==> config.mk <==
export PLATFORM = sky130hd
export DESIGN_NAME = rgmii_rx_decoder
export DESIGN_NICKNAME = d
export VERILOG_FILES = /design/src/rtl/rgmii_rx_pkg.sv /design/src/rtl/ethernet_crc32.sv /design/src/rtl/rgmii_rx_decoder.sv
export SDC_FILE = /design/constraint.sdc
export NUM_CORES = 1
export LEC_CHECK = 0
export BUFFER_PORTS_ARGS = -buffer_cell sky130_fd_sc_hd__buf_2
export CAP_MARGIN = 20
export CORE_ASPECT_RATIO = 1.2
export CORE_MARGIN = 2
export CORE_UTILIZATION = 62
export CTS_BUF_LIST = sky130_fd_sc_hd__clkbuf_4
export CTS_CLUSTER_SIZE = 16
export DETAILED_ROUTE_END_ITERATION = 16
export HOLD_SLACK_MARGIN = 0.06
export PLACE_DENSITY = 0.89
export SYNTH_ARGS = -nofsm -noshare
export SYNTH_HDL_FRONTEND = slang
export SYNTH_HIERARCHICAL = 1
export SYNTH_SLANG_ARGS = --single-unit
==> constraint.sdc <==
create_clock -name clock -period 10.5 [get_ports clock]
set_input_delay 2.625 -clock clock [delete_from_list [all_inputs] [get_ports clock]]
set_output_delay 2.625 -clock clock [all_outputs]
set_load 0.005 [all_outputs]
==> src/rtl/rgmii_rx_pkg.sv <==
// Shared types and constants for the RGMII receive decoder.
// The CRC helpers are only referenced when RGMII_RX_FCS_CHECK_EN is defined.
package rgmii_rx_pkg;

  typedef enum logic [1:0] {
    ST_IDLE     = 2'd0,
    ST_PREAMBLE = 2'd1,
    ST_PAYLOAD  = 2'd2,
    ST_DROP     = 2'd3
  } rx_state_e;

  localparam logic [7:0]  PREAMBLE_BYTE = 8'h55;
  localparam logic [7:0]  SFD_BYTE      = 8'hD5;

  // Normal (MSB-first) polynomial; the byte update uses its bit-reversed form.
  localparam logic [31:0] CRC32_POLY    = 32'h04C11DB7;
  localparam logic [31:0] CRC32_INIT    = 32'hFFFFFFFF;
  // Good-frame residue, expressed MSB-first (bit-reverse of the LSB-first register).
  localparam logic [31:0] CRC32_RESIDUE = 32'hC704DD7B;

  localparam logic [1:0]  SPEED_10M     = 2'b00;
  localparam logic [1:0]  SPEED_100M    = 2'b01;
  localparam logic [1:0]  SPEED_1G      = 2'b10;

  // Reverse the bit order of a 32-bit word.
  function automatic logic [31:0] bitrev32(input logic [31:0] v);
    logic [31:0] r;
    r = 32'h0000_0000;
    for (int i = 0; i < 32; i++) begin
      r[i] = v[31-i];
    end
    return r;
  endfunction

  // One byte of reflected CRC-32: data bits are consumed LSB first.
  function automatic logic [31:0] crc32_byte(input logic [31:0] crc, input logic [7:0] data);
    logic [31:0] c;
    logic [31:0] poly_refl;
    c         = crc;
    poly_refl = bitrev32(CRC32_POLY);
    for (int i = 0; i < 8; i++) begin
      if ((c[0] ^ data[i]) == 1'b1) begin
        c = (c >> 1) ^ poly_refl;
      end else begin
        c = c >> 1;
      end
    end
    return c;
  endfunction

endpackage

==> src/rtl/ethernet_crc32.sv <==
// Byte-wide registered Ethernet CRC-32 (reflected, LSB-first register).
// Only built when RGMII_RX_FCS_CHECK_EN is defined; the decoder has no
// CRC logic at all otherwise.
`ifdef RGMII_RX_FCS_CHECK_EN
module ethernet_crc32
  import rgmii_rx_pkg::*;
(
  input  logic        clock,
  input  logic        reset,
  input  logic        clear,
  input  logic        enable,
  input  logic [7:0]  data,
  output logic [31:0] crc
);

  logic [31:0] crc_q;
  logic [31:0] crc_d;

  // Next CRC value: restart on clear, fold in one byte on enable.
  always_comb begin
    crc_d = crc_q;
    if (clear) begin
      crc_d = CRC32_INIT;
    end else if (enable) begin
      crc_d = crc32_byte(crc_q, data);
    end else begin
      crc_d = crc_q;
    end
  end

  // CRC register.
  always_ff @(posedge clock or posedge reset) begin
    if (reset) begin
      crc_q <= CRC32_INIT;
    end else begin
      crc_q <= crc_d;
    end
  end

  assign crc = crc_q;

endmodule
`endif

==> src/rtl/rgmii_rx_decoder.sv <==
// RGMII receive decoder: strips preamble/SFD from the byte stream produced by
// the DDR capture stages, frames the payload, flags bad frames and tracks
// in-band link status. Every payload byte is held one cycle so m_last can be
// asserted on the byte itself, giving a fixed two-cycle latency.
// Optional FCS checking is enabled by defining RGMII_RX_FCS_CHECK_EN.
module rgmii_rx_decoder
  import rgmii_rx_pkg::*;
#(
  parameter int unsigned MIN_FRAME_BYTES = 64,
  parameter int unsigned MAX_FRAME_BYTES = 1522
) (
  input  logic        clock,
  input  logic        reset,
  input  logic [7:0]  rx_data,
  input  logic [1:0]  rx_control,
  output logic [7:0]  m_data,
  output logic        m_valid,
  output logic        m_last,
  output logic        m_error,
  output logic        link_up,
  output logic [1:0]  link_speed,
  output logic [31:0] frame_count,
  output logic [31:0] error_count
);

  localparam int unsigned LEN_W = $clog2(MAX_FRAME_BYTES + 1);
  localparam logic [LEN_W-1:0] MIN_LEN = LEN_W'(MIN_FRAME_BYTES);
  localparam logic [LEN_W-1:0] MAX_LEN = LEN_W'(MAX_FRAME_BYTES);

  rx_state_e        state_q, state_d;
  logic             hold_valid_q, hold_valid_d;
  logic [7:0]       hold_data_q, hold_data_d;
  logic             err_q, err_d;
  logic [LEN_W-1:0] len_q, len_d;
  logic [7:0]       m_data_q, m_data_d;
  logic             m_valid_q, m_valid_d;
  logic             m_last_q, m_last_d;
  logic             m_error_q, m_error_d;
  logic             link_up_q, link_up_d;
  logic [1:0]       link_speed_q, link_speed_d;
  logic [31:0]      frame_count_q, frame_count_d;
  logic [31:0]      error_count_q, error_count_d;

  logic             rx_dv_s;
  logic             rx_er_s;
  logic [LEN_W-1:0] len_inc_s;
  logic             overflow_s;
  logic             frame_start_s;
  logic             capture_s;
  logic             emit_last_s;
  logic             fcs_bad_s;
  logic             frame_bad_s;

  assign rx_dv_s   = rx_control[0];
  assign rx_er_s   = rx_control[0] ^ rx_control[1];
  assign len_inc_s = len_q + {{(LEN_W-1){1'b0}}, 1'b1};

  // The held byte is the MAX_FRAME_BYTES-th byte of the frame.
  assign overflow_s    = hold_valid_q & (len_inc_s == MAX_LEN);
  assign frame_start_s = rx_dv_s & (rx_data == SFD_BYTE) &
                         ((state_q == ST_IDLE) | (state_q == ST_PREAMBLE));
  // Payload byte accepted into the hold stage (nothing after an overflow).
  assign capture_s     = rx_dv_s & (state_q == ST_PAYLOAD) & ~overflow_s;
  // A held byte is only ever present in PAYLOAD, so if no successor is being
  // captured this cycle the held byte is the last one of the frame.
  assign emit_last_s   = hold_valid_q & ~capture_s;

`ifdef RGMII_RX_FCS_CHECK_EN
  logic [31:0] crc_s;

  ethernet_crc32 u_crc (
    .clock  (clock),
    .reset  (reset),
    .clear  (frame_start_s),
    .enable (capture_s),
    .data   (rx_data),
    .crc    (crc_s)
  );

  assign fcs_bad_s = (bitrev32(crc_s) != CRC32_RESIDUE);
`else
  assign fcs_bad_s = 1'b0;
`endif

  assign frame_bad_s = err_q | (len_inc_s < MIN_LEN) | overflow_s | fcs_bad_s;

  // Next-state, hold stage, output and counter computation.
  always_comb begin
    state_d       = state_q;
    hold_valid_d  = 1'b0;
    hold_data_d   = hold_data_q;
    err_d         = err_q;
    len_d         = len_q;
    m_data_d      = m_data_q;
    m_valid_d     = 1'b0;
    m_last_d      = 1'b0;
    m_error_d     = 1'b0;
    link_up_d     = link_up_q;
    link_speed_d  = link_speed_q;
    frame_count_d = frame_count_q;
    error_count_d = error_count_q;

    // Emit the byte held from the previous cycle.
    if (hold_valid_q) begin
      m_valid_d = 1'b1;
      m_data_d  = hold_data_q;
      len_d     = len_inc_s;
      if (emit_last_s) begin
        m_last_d      = 1'b1;
        m_error_d     = frame_bad_s;
        frame_count_d = frame_count_q + 32'd1;
        if (frame_bad_s) begin
          error_count_d = error_count_q + 32'd1;
        end else begin
          error_count_d = error_count_q;
        end
      end else begin
        m_last_d = 1'b0;
      end
    end else begin
      m_valid_d = 1'b0;
    end

    // Load the hold stage, or restart per-frame state on SFD.
    if (frame_start_s) begin
      len_d = {LEN_W{1'b0}};
      err_d = 1'b0;
    end else if (capture_s) begin
      hold_valid_d = 1'b1;
      hold_data_d  = rx_data;
      err_d        = err_q | rx_er_s;
    end else begin
      hold_valid_d = 1'b0;
    end

    case (state_q)
      ST_IDLE: begin
        if (rx_dv_s) begin
          if (rx_data == PREAMBLE_BYTE) begin
            state_d = ST_PREAMBLE;
          end else if (rx_data == SFD_BYTE) begin
            state_d = ST_PAYLOAD;
          end else begin
            state_d = ST_DROP;
          end
        end else if (!rx_er_s) begin
          // Normal inter-frame: rx_data carries in-band link status.
          link_up_d    = rx_data[0];
          link_speed_d = rx_data[2:1];
        end else begin
          // False carrier / carrier extension carries no status.
          state_d = ST_IDLE;
        end
      end
      ST_PREAMBLE: begin
        if (!rx_dv_s) begin
          state_d = ST_IDLE;
        end else if (rx_data == SFD_BYTE) begin
          state_d = ST_PAYLOAD;
        end else if (rx_data == PREAMBLE_BYTE) begin
          state_d = ST_PREAMBLE;
        end else begin
          state_d = ST_DROP;
        end
      end
      ST_PAYLOAD: begin
        if (!rx_dv_s) begin
          state_d = ST_IDLE;
        end else if (overflow_s) begin
          state_d = ST_DROP;
        end else begin
          state_d = ST_PAYLOAD;
        end
      end
      ST_DROP: begin
        if (!rx_dv_s) begin
          state_d = ST_IDLE;
        end else begin
          state_d = ST_DROP;
        end
      end
      default: begin
        state_d = ST_IDLE;
      end
    endcase
  end

  // All decoder state and registered outputs.
  always_ff @(posedge clock or posedge reset) begin
    if (reset) begin
      state_q       <= ST_IDLE;
      hold_valid_q  <= 1'b0;
      hold_data_q   <= 8'h00;
      err_q         <= 1'b0;
      len_q         <= {LEN_W{1'b0}};
      m_data_q      <= 8'h00;
      m_valid_q     <= 1'b0;
      m_last_q      <= 1'b0;
      m_error_q     <= 1'b0;
      link_up_q     <= 1'b0;
      link_speed_q  <= SPEED_10M;
      frame_count_q <= 32'd0;
      error_count_q <= 32'd0;
    end else begin
      state_q       <= state_d;
      hold_valid_q  <= hold_valid_d;
      hold_data_q   <= hold_data_d;
      err_q         <= err_d;
      len_q         <= len_d;
      m_data_q      <= m_data_d;
      m_valid_q     <= m_valid_d;
      m_last_q      <= m_last_d;
      m_error_q     <= m_error_d;
      link_up_q     <= link_up_d;
      link_speed_q  <= link_speed_d;
      frame_count_q <= frame_count_d;
      error_count_q <= error_count_d;
    end
  end

  assign m_data      = m_data_q;
  assign m_valid     = m_valid_q;
  assign m_last      = m_last_q;
  assign m_error     = m_error_q;
  assign link_up     = link_up_q;
  assign link_speed  = link_speed_q;
  assign frame_count = frame_count_q;
  assign error_count = error_count_q;

endmodule

Word level (Yosys, flattened, before mapping)
Cells that the tools add are included.
{ "classes": {"n_mux": 22, "n_bitwise": 16, "magnitude_cmp": 1, "eq_ne": 7, "n_reduce_logical": 7, "add_sub_neg": 3} }
{ "op_table": {"columns": ["op", "count"], "rows": [
  ["32-bit by 1-bit adder with 32-bit output (second input constant)", 2],
  ["11-bit 2-to-1 mux", 2],
  ["2-bit 2-to-1 mux", 8],
  ["11-bit by 1-bit adder with 11-bit output (second input constant)", 1],
  ["11-bit == test (second input constant)", 1],
  ["11-bit by 7-bit less-than comparator with 1-bit output (second input constant)", 1],
  ["1-bit 2-to-1 mux", 11],
  ["8-bit by 7-bit == test with 1-bit output (second input constant)", 1],
  ["8-bit == test (second input constant)", 1],
  ["2-bit one-hot mux with 4 select lines", 1],
  ["1-bit bitwise AND", 6],
  ["3-bit AND reduction", 2],
  ["1-bit inverter", 5],
  ["2-bit == test (second input constant)", 2],
  ["1-bit bitwise OR", 4],
  ["2-bit AND reduction", 2],
  ["2-bit nonzero test", 2],
  ["3-bit != test (second input constant)", 1],
  ["2-bit by 1-bit == test with 1-bit output (second input constant)", 1],
  ["2-bit logical NOT", 1],
  ["1-bit bitwise XOR", 1]
]} }
{ "word_totals": {"regBits": 101, "output_inout_bits": 78, "input_bits": 12} }

Depth between registers and ports, before layout
{ "logic_depth": {"ltp_word": 9, "depth_mapped": 10, "mapped_depth_nobuf": 8} }

Worst setup path before layout
OpenSTA, ideal clock, no wires.
{ "synth_timing": {"path_kind": "input port to flip-flop", "from": "in rx_data[5]", "to": "reg len_q[0]", "arrival_ps": 3787, "setup_ps": 132, "cell_stages": 6, "t_required_ps": 10368, "slack_ps": 6581, "n_path_buf": 1, "path_cell_list": "or4bb_1 nor2_1 nand2_1 nor2_1 clkbuf_1 nor2_1"} }
{ "synth_between": {"elab_chain_cells": 4, "word_cells_on_any_way": 5, "cone_classes": "eq/ne (1); mux (1); bitwise (2); reduce/logical (1)"} }
{ "synth_lines": {"columns": ["element", "line", "source"], "rows": [
  ["start: declaration", "rgmii_rx_decoder.sv:14", "input logic [7:0] rx_data,"],
  ["8-bit == test (*)", "rgmii_rx_decoder.sv:60", "assign frame_start_s = rx_dv_s & (rx_data == SFD_BYTE) &"],
  ["1-bit bitwise AND (*) (2 in a row)", "rgmii_rx_decoder.sv:60", null],
  ["11-bit 2-to-1 mux or 2-bit nonzero test (tied branches)", null, null],
  ["end signal: assignment", "rgmii_rx_decoder.sv:195", "len_q <= {LEN_W{1'b0}};"],
  ["end signal: assignment", "rgmii_rx_decoder.sv:209", "len_q <= len_d;"],
  ["end: declaration", "rgmii_rx_decoder.sv:34", "logic [LEN_W-1:0] len_q, len_d;"]
]} }
Mark *: on every way between the ends. The rest lies on a longest branch, timed or not.
A chain may end at the register's enable or synchronous reset.

Worst setup path after layout
{ "layout_timing": {"from": "in rx_control[0]", "to": "reg error_count_q[20] (netlist: error_count[20])"} }
{ "layout_between": {"elab_chain_cells": 5} }
{ "layout_lines": {"columns": ["element", "line", "source"], "rows": [
  ["start: declaration", "rgmii_rx_decoder.sv:15", "input logic [1:0] rx_control,"],
  ["1-bit bitwise AND (2 in a row)", "rgmii_rx_decoder.sv:63", "assign capture_s = rx_dv_s & (state_q == ST_PAYLOAD) & ~overflow_s;"],
  ["1-bit inverter", "rgmii_rx_decoder.sv:66", "assign emit_last_s = hold_valid_q & ~capture_s;"],
  ["1-bit bitwise AND", "rgmii_rx_decoder.sv:66", null],
  ["3-bit AND reduction (no line)", null, null],
  ["end signal: assignment", "rgmii_rx_decoder.sv:217", "error_count_q <= error_count_d;"],
  ["end: declaration", "rgmii_rx_decoder.sv:42", "logic [31:0] error_count_q, error_count_d;"]
]} }
Every way passes these cells.

==> results list <==
- Critical Path Most Common Cell: sky130_fd_sc_hd__o21ai_0
- Aggregate global routing overflow: 0
- The signal on the critical path passes through buf_2, nand3b_1, o21ai_0, o21ai_0, o21ai_2, buf_4, nor4_1, xor2_1.
- Summing all multi-input logic gate instances after layout gives 2138 sq um.
- The HPWL after detailed placement is 6928 um.
- The die is approximately 100 um tall.
- The slowest stage of the critical path is the sky130_fd_sc_hd__nor4_1 cell.
- Peak supply drop: ~0.13 mV
- Type of the most critical hold path: register to register
* Actual transition at the worst max-transition pin: around 0.96 ns
- Setup repair after global routing left no endpoint under its margin.
- The core region is 7620 sq um.
* Pre-antenna DRT Iters: 5
- The most used flip-flop cell after synthesis is sky130_fd_sc_hd__dfrtp_1.
- Number of buffers added by the clock tree synthesis step: 9
* Total length of routed wires: 9963 um
- First-pass GRT wire length: 16900 um
* Net switching fraction of the power: 34.52%
* Critical path class: input pin to register
* Master cell of the clock root buffer: sky130_fd_sc_hd__clkbuf_4
- The clock passes through at most 2 buffers.
* Detailed-route vias per instance: 5.811
* Post-Route Skew: 0.01835 ns
- In the routed design, unresolved DRC markers number 0.
* Share of the clock period used by the worst path after layout: 37.13%
* XOR/XNOR Fraction of Synth Area: roughly 14%
- The worst pin sits at a relative slew slack of 35.68%.
- The count of nets left with antenna violations once routing finished came out at 0.
- At the end of routability-driven placement, the weighted congestion stood at 0.8111.
* X dimension of the die: 84.73 um
- Critical register-to-register path startpoint: len_q[1]$_DFFE_PP0P_
- Counting the fill cells in the layout gives 569.
- The clock tree synthesis step divided the H-tree into 3 levels.
* Flop pwr share: 55.2%
- The share of the Yosys chip area taken by registers is around 52%.
- Once the clock tree was built, the resizer swapped 0 gates to a different size.
- Entering global routing, the biggest net connects 60 pins.
- The tool flagged a number of max-cap violations equal to 0.
- For this run, the post-layout net count is 545.
- Total via count after detailed routing: 3632
- Number of DRC violations after detailed-routing iteration 0: 272
- Critical Path AT: approximately 4.3 ns
- Initial antenna violation count: 0
* Crit Reg-Reg Endpoint: frame_count[16]$_DFFE_PP0P_
- A synthesized cell averages about 11 sq um.
- The largest single stage delay on the critical path is approximately 0.38 ns.
- The portion of synthesized area spent on multiplexers is 5.084%.
- Initial Util: 63.63%
* Number of endpoints failing setup at the final stage: 0
- After Yosys synthesis, full adders, half adders and majority gates account for between 1 and 1.5% of the synthesized area.
- Count of hold buffers inserted by post-cts repair: 0
- Data required time of the critical path: 10.88 ns
* Leakage power: 0.002677 uW
- Sequential cell area: 2527 sq um
- The final hold violation count is 0.
- For this design the top-level I/O count stands at 90.
- Combined area of all synthesized cells: about 4800 sq um
- The finished layout holds 625 standard cells, fillers aside.
* Final-report max-slew violation count: 0
- DR WL/cell: between 15 and 20 um
- The later pin in the worst-skew pair is clocked with a latency of 0.46 ns.
- Worst Setup End Kind: register
- For flop-to-flop paths, the worst setup slack is 7.24 ns.
- Total Neg Setup Slack: 0 ns
* Total track usage: 24.71%
* Critical Path Fanout Max: 33
* Share of the synthesized area in compound gates (AO/OA/AOI/OAI): 2.968%
* Logic pwr share: a little under a quarter
* Total instance count after detailed placement: 609
- Share of synthesized cell area in and, or, nand and nor gates: 20.85%
* Number of instances on the worst hold path: 1
- Cells with a size suffix above 1 make up ~27% of the layout.
* Distinct cell type count of the synthesized netlist: 45
* Result of the run: finished clean
- Dominant combinational cell family by area after synthesis: simple AND/OR/NAND/NOR gates
- Number of I/O port buffers: a little under 90
- The number of antenna diodes in the final layout is 0.
- Max Freq: between 0.2 and 0.3 GHz
- Startpoint type of the worst setup path: input pin
* Number of cells on the worst reg-to-reg path: 8
* Register clock-pin slew on the reported worst setup and hold paths: 0.15 ns
- Number of instances in the synthesized netlist: 447
- Power share of the clock group: 21.3%
* Die area: 8546 sq um
* Net switching power: 336.2 uW
- Seq cells post-synth: ~100
- When the netlist entered floorplanning its net count stood at between 400 and 500.
* Power density over the cells: 178.2 nW/um^2
* Synth async-reset ratio: 100.0%
- The via count of the first global-routing pass came to 3733.
- Internal power comes to 637.8 uW.
- Worst setup endpoint: error_count[20]$_DFFE_PP0P_
* Cell Rows: 35
- Number of enable-type register cells in the synthesized netlist: 0
* Buffer count from post-CTS setup fixing: 0
- Counting every sink on the clock net gives around 100.
- TritonCTS clock tree: yes
- The worst path in the final design needs a cycle of 3.899 ns, including I/O delays and setup.
- Launching element of the worst setup path: rx_control[0]
- Compared with the post-synthesis result, the final layout area differs by 12.72%.
* Number of warnings printed during yosys synthesis: 6
cells by family after synthesis:
group / count (synthesis)
muxes: 22
and+or+nand+nor: 183
buffers and inverters: 42
adders and majority gates: 5
xor gates and xnor gates: 77
AOI/OAI and AO/OA: 17
DFF: 101
critical path: cells and delay by family:
kind            cells  cell delay (ns)
xor+xnor            1             0.20
simple gates        2             0.57
compound gates      3             0.45
buf+inv             2             0.41
stage by stage:
stage / util, % / hold slack [ns] / setup WS, ns / total power, uW / instance area (sq um)
finish: 71.72 / 0.4710 / 6.601 / 974.0 / 5465
global route: 71.72 / 0.4863 / 6.497 / 1033 / 5465
CTS: 71.72 / 0.4755 / 6.590 / 978.1 / 5465
detailed placement: 69.85 / 0.4522 / 6.140 / 769.1 / 5323
global placement: 69.85 / 0.4516 / 6.227 / 753.1 / 5323
floorplan: - / 0.3818 / 5.228 / 696.3 / 4848
registers in the layout, summed over array words and instances, names as in the netlist:
| signal | cells |
|---|---|
| err_q | 1 |
| m_last | 1 |
| m_valid | 1 |
| len_q | 11 |
| state_q | 2 |
| link_speed | 2 |
| error_count | 32 |
| m_error | 1 |
| hold_valid_q | 1 |
| hold_data_q | 8 |
| link_up | 1 |
| m_data | 8 |
| frame_count | 32 |
Yosys cell counts, drive strengths merged (2+ instances only):
cell type    n  area share (%)
inv         21             1.6
xnor2       20             3.6
or2          2            0.26
nand3       22             2.3
nor3b        5            0.77
xor2        57              10
o21ai        6            0.77
clkbuf       7            0.54
buf         14             1.6
nand3b       2            0.31
a2111oi      2            0.75
and3         9             1.2
and4         3            0.54
nand4       16             2.2
nand2b       2            0.26
nor3        33             3.4
nand2       30             2.3
nor4        18             3.4
or3          2            0.26
or4bb        2            0.46
dfrtp      101              52
and2         2            0.26
nor2        33             2.6
mux2        21             4.9
ha           5             1.3
a211oi       3            0.46
worst min path at each step:
| stage | from | end | slack, ns |
|---|---|---|---|
| floorplan | hold_valid_q$_DFF_PP0_ | m_valid$_DFF_PP0_ | 0.38 |
| global route | error_count[31]$_DFFE_PP0P_ | error_count[31]$_DFFE_PP0P_ | 0.49 |
| finish | frame_count[31]$_DFFE_PP0P_ | frame_count[31]$_DFFE_PP0P_ | 0.47 |
| CTS | frame_count[31]$_DFFE_PP0P_ | frame_count[31]$_DFFE_PP0P_ | 0.48 |
| detailed placement | frame_count[31]$_DFFE_PP0P_ | frame_count[31]$_DFFE_PP0P_ | 0.45 |
| global placement | error_count[31]$_DFFE_PP0P_ | error_count[31]$_DFFE_PP0P_ | 0.45 |
cell usage in the layout, fill, tap and decap left out, drive strengths merged, types with 6 or more instances in the layout:
master / synthesis / final
nor4: 18 / 18
nor2: 33 / 33
nand2: 30 / 30
o21ai: 6 / 6
mux2: 21 / 21
buf: 14 / 91
dfrtp: 101 / 101
inv: 21 / 22
nand3: 22 / 22
nor3: 33 / 33
clkbuf: 7 / 11
nand4: 16 / 16
and3: 9 / 9
xor2: 57 / 57
xnor2: 20 / 20
area by class of cell:
class / instances / area share [%]
sequential: 101 / 46.25
multi-input combinational: 304 / 39.13
timing repair buffer: 91 / 8.425
tap: 92 / 2.106
clock buffer: 11 / 1.511
inverter: 21 / 1.488
clock inverter: 5 / 1.099
metal layers:
metal / global-route usage (%) / vias up / wire length [um]
li1: - / 1700 / -
met1: 30.96 / 1802 / 4099
met2: 40.76 / 114 / 5154
met3: 5.815 / 16 / 548
met4: 11.72 / 0 / 161
met5: 0 / - / 0
power groups by stage:
stage | Sequential [uW] | Clock (uW) | Combinational (uW)
2_1_floorplan | 505 | 0 | 191
3_3_place_gp | 538 | 0 | 215
3_5_place_dp | 543 | 0 | 226
4_1_cts | 536 | 211 | 231
5_1_grt | 551 | 225 | 257
6_report | 538 | 207 | 229
Power figures use the tool's default switching activity.
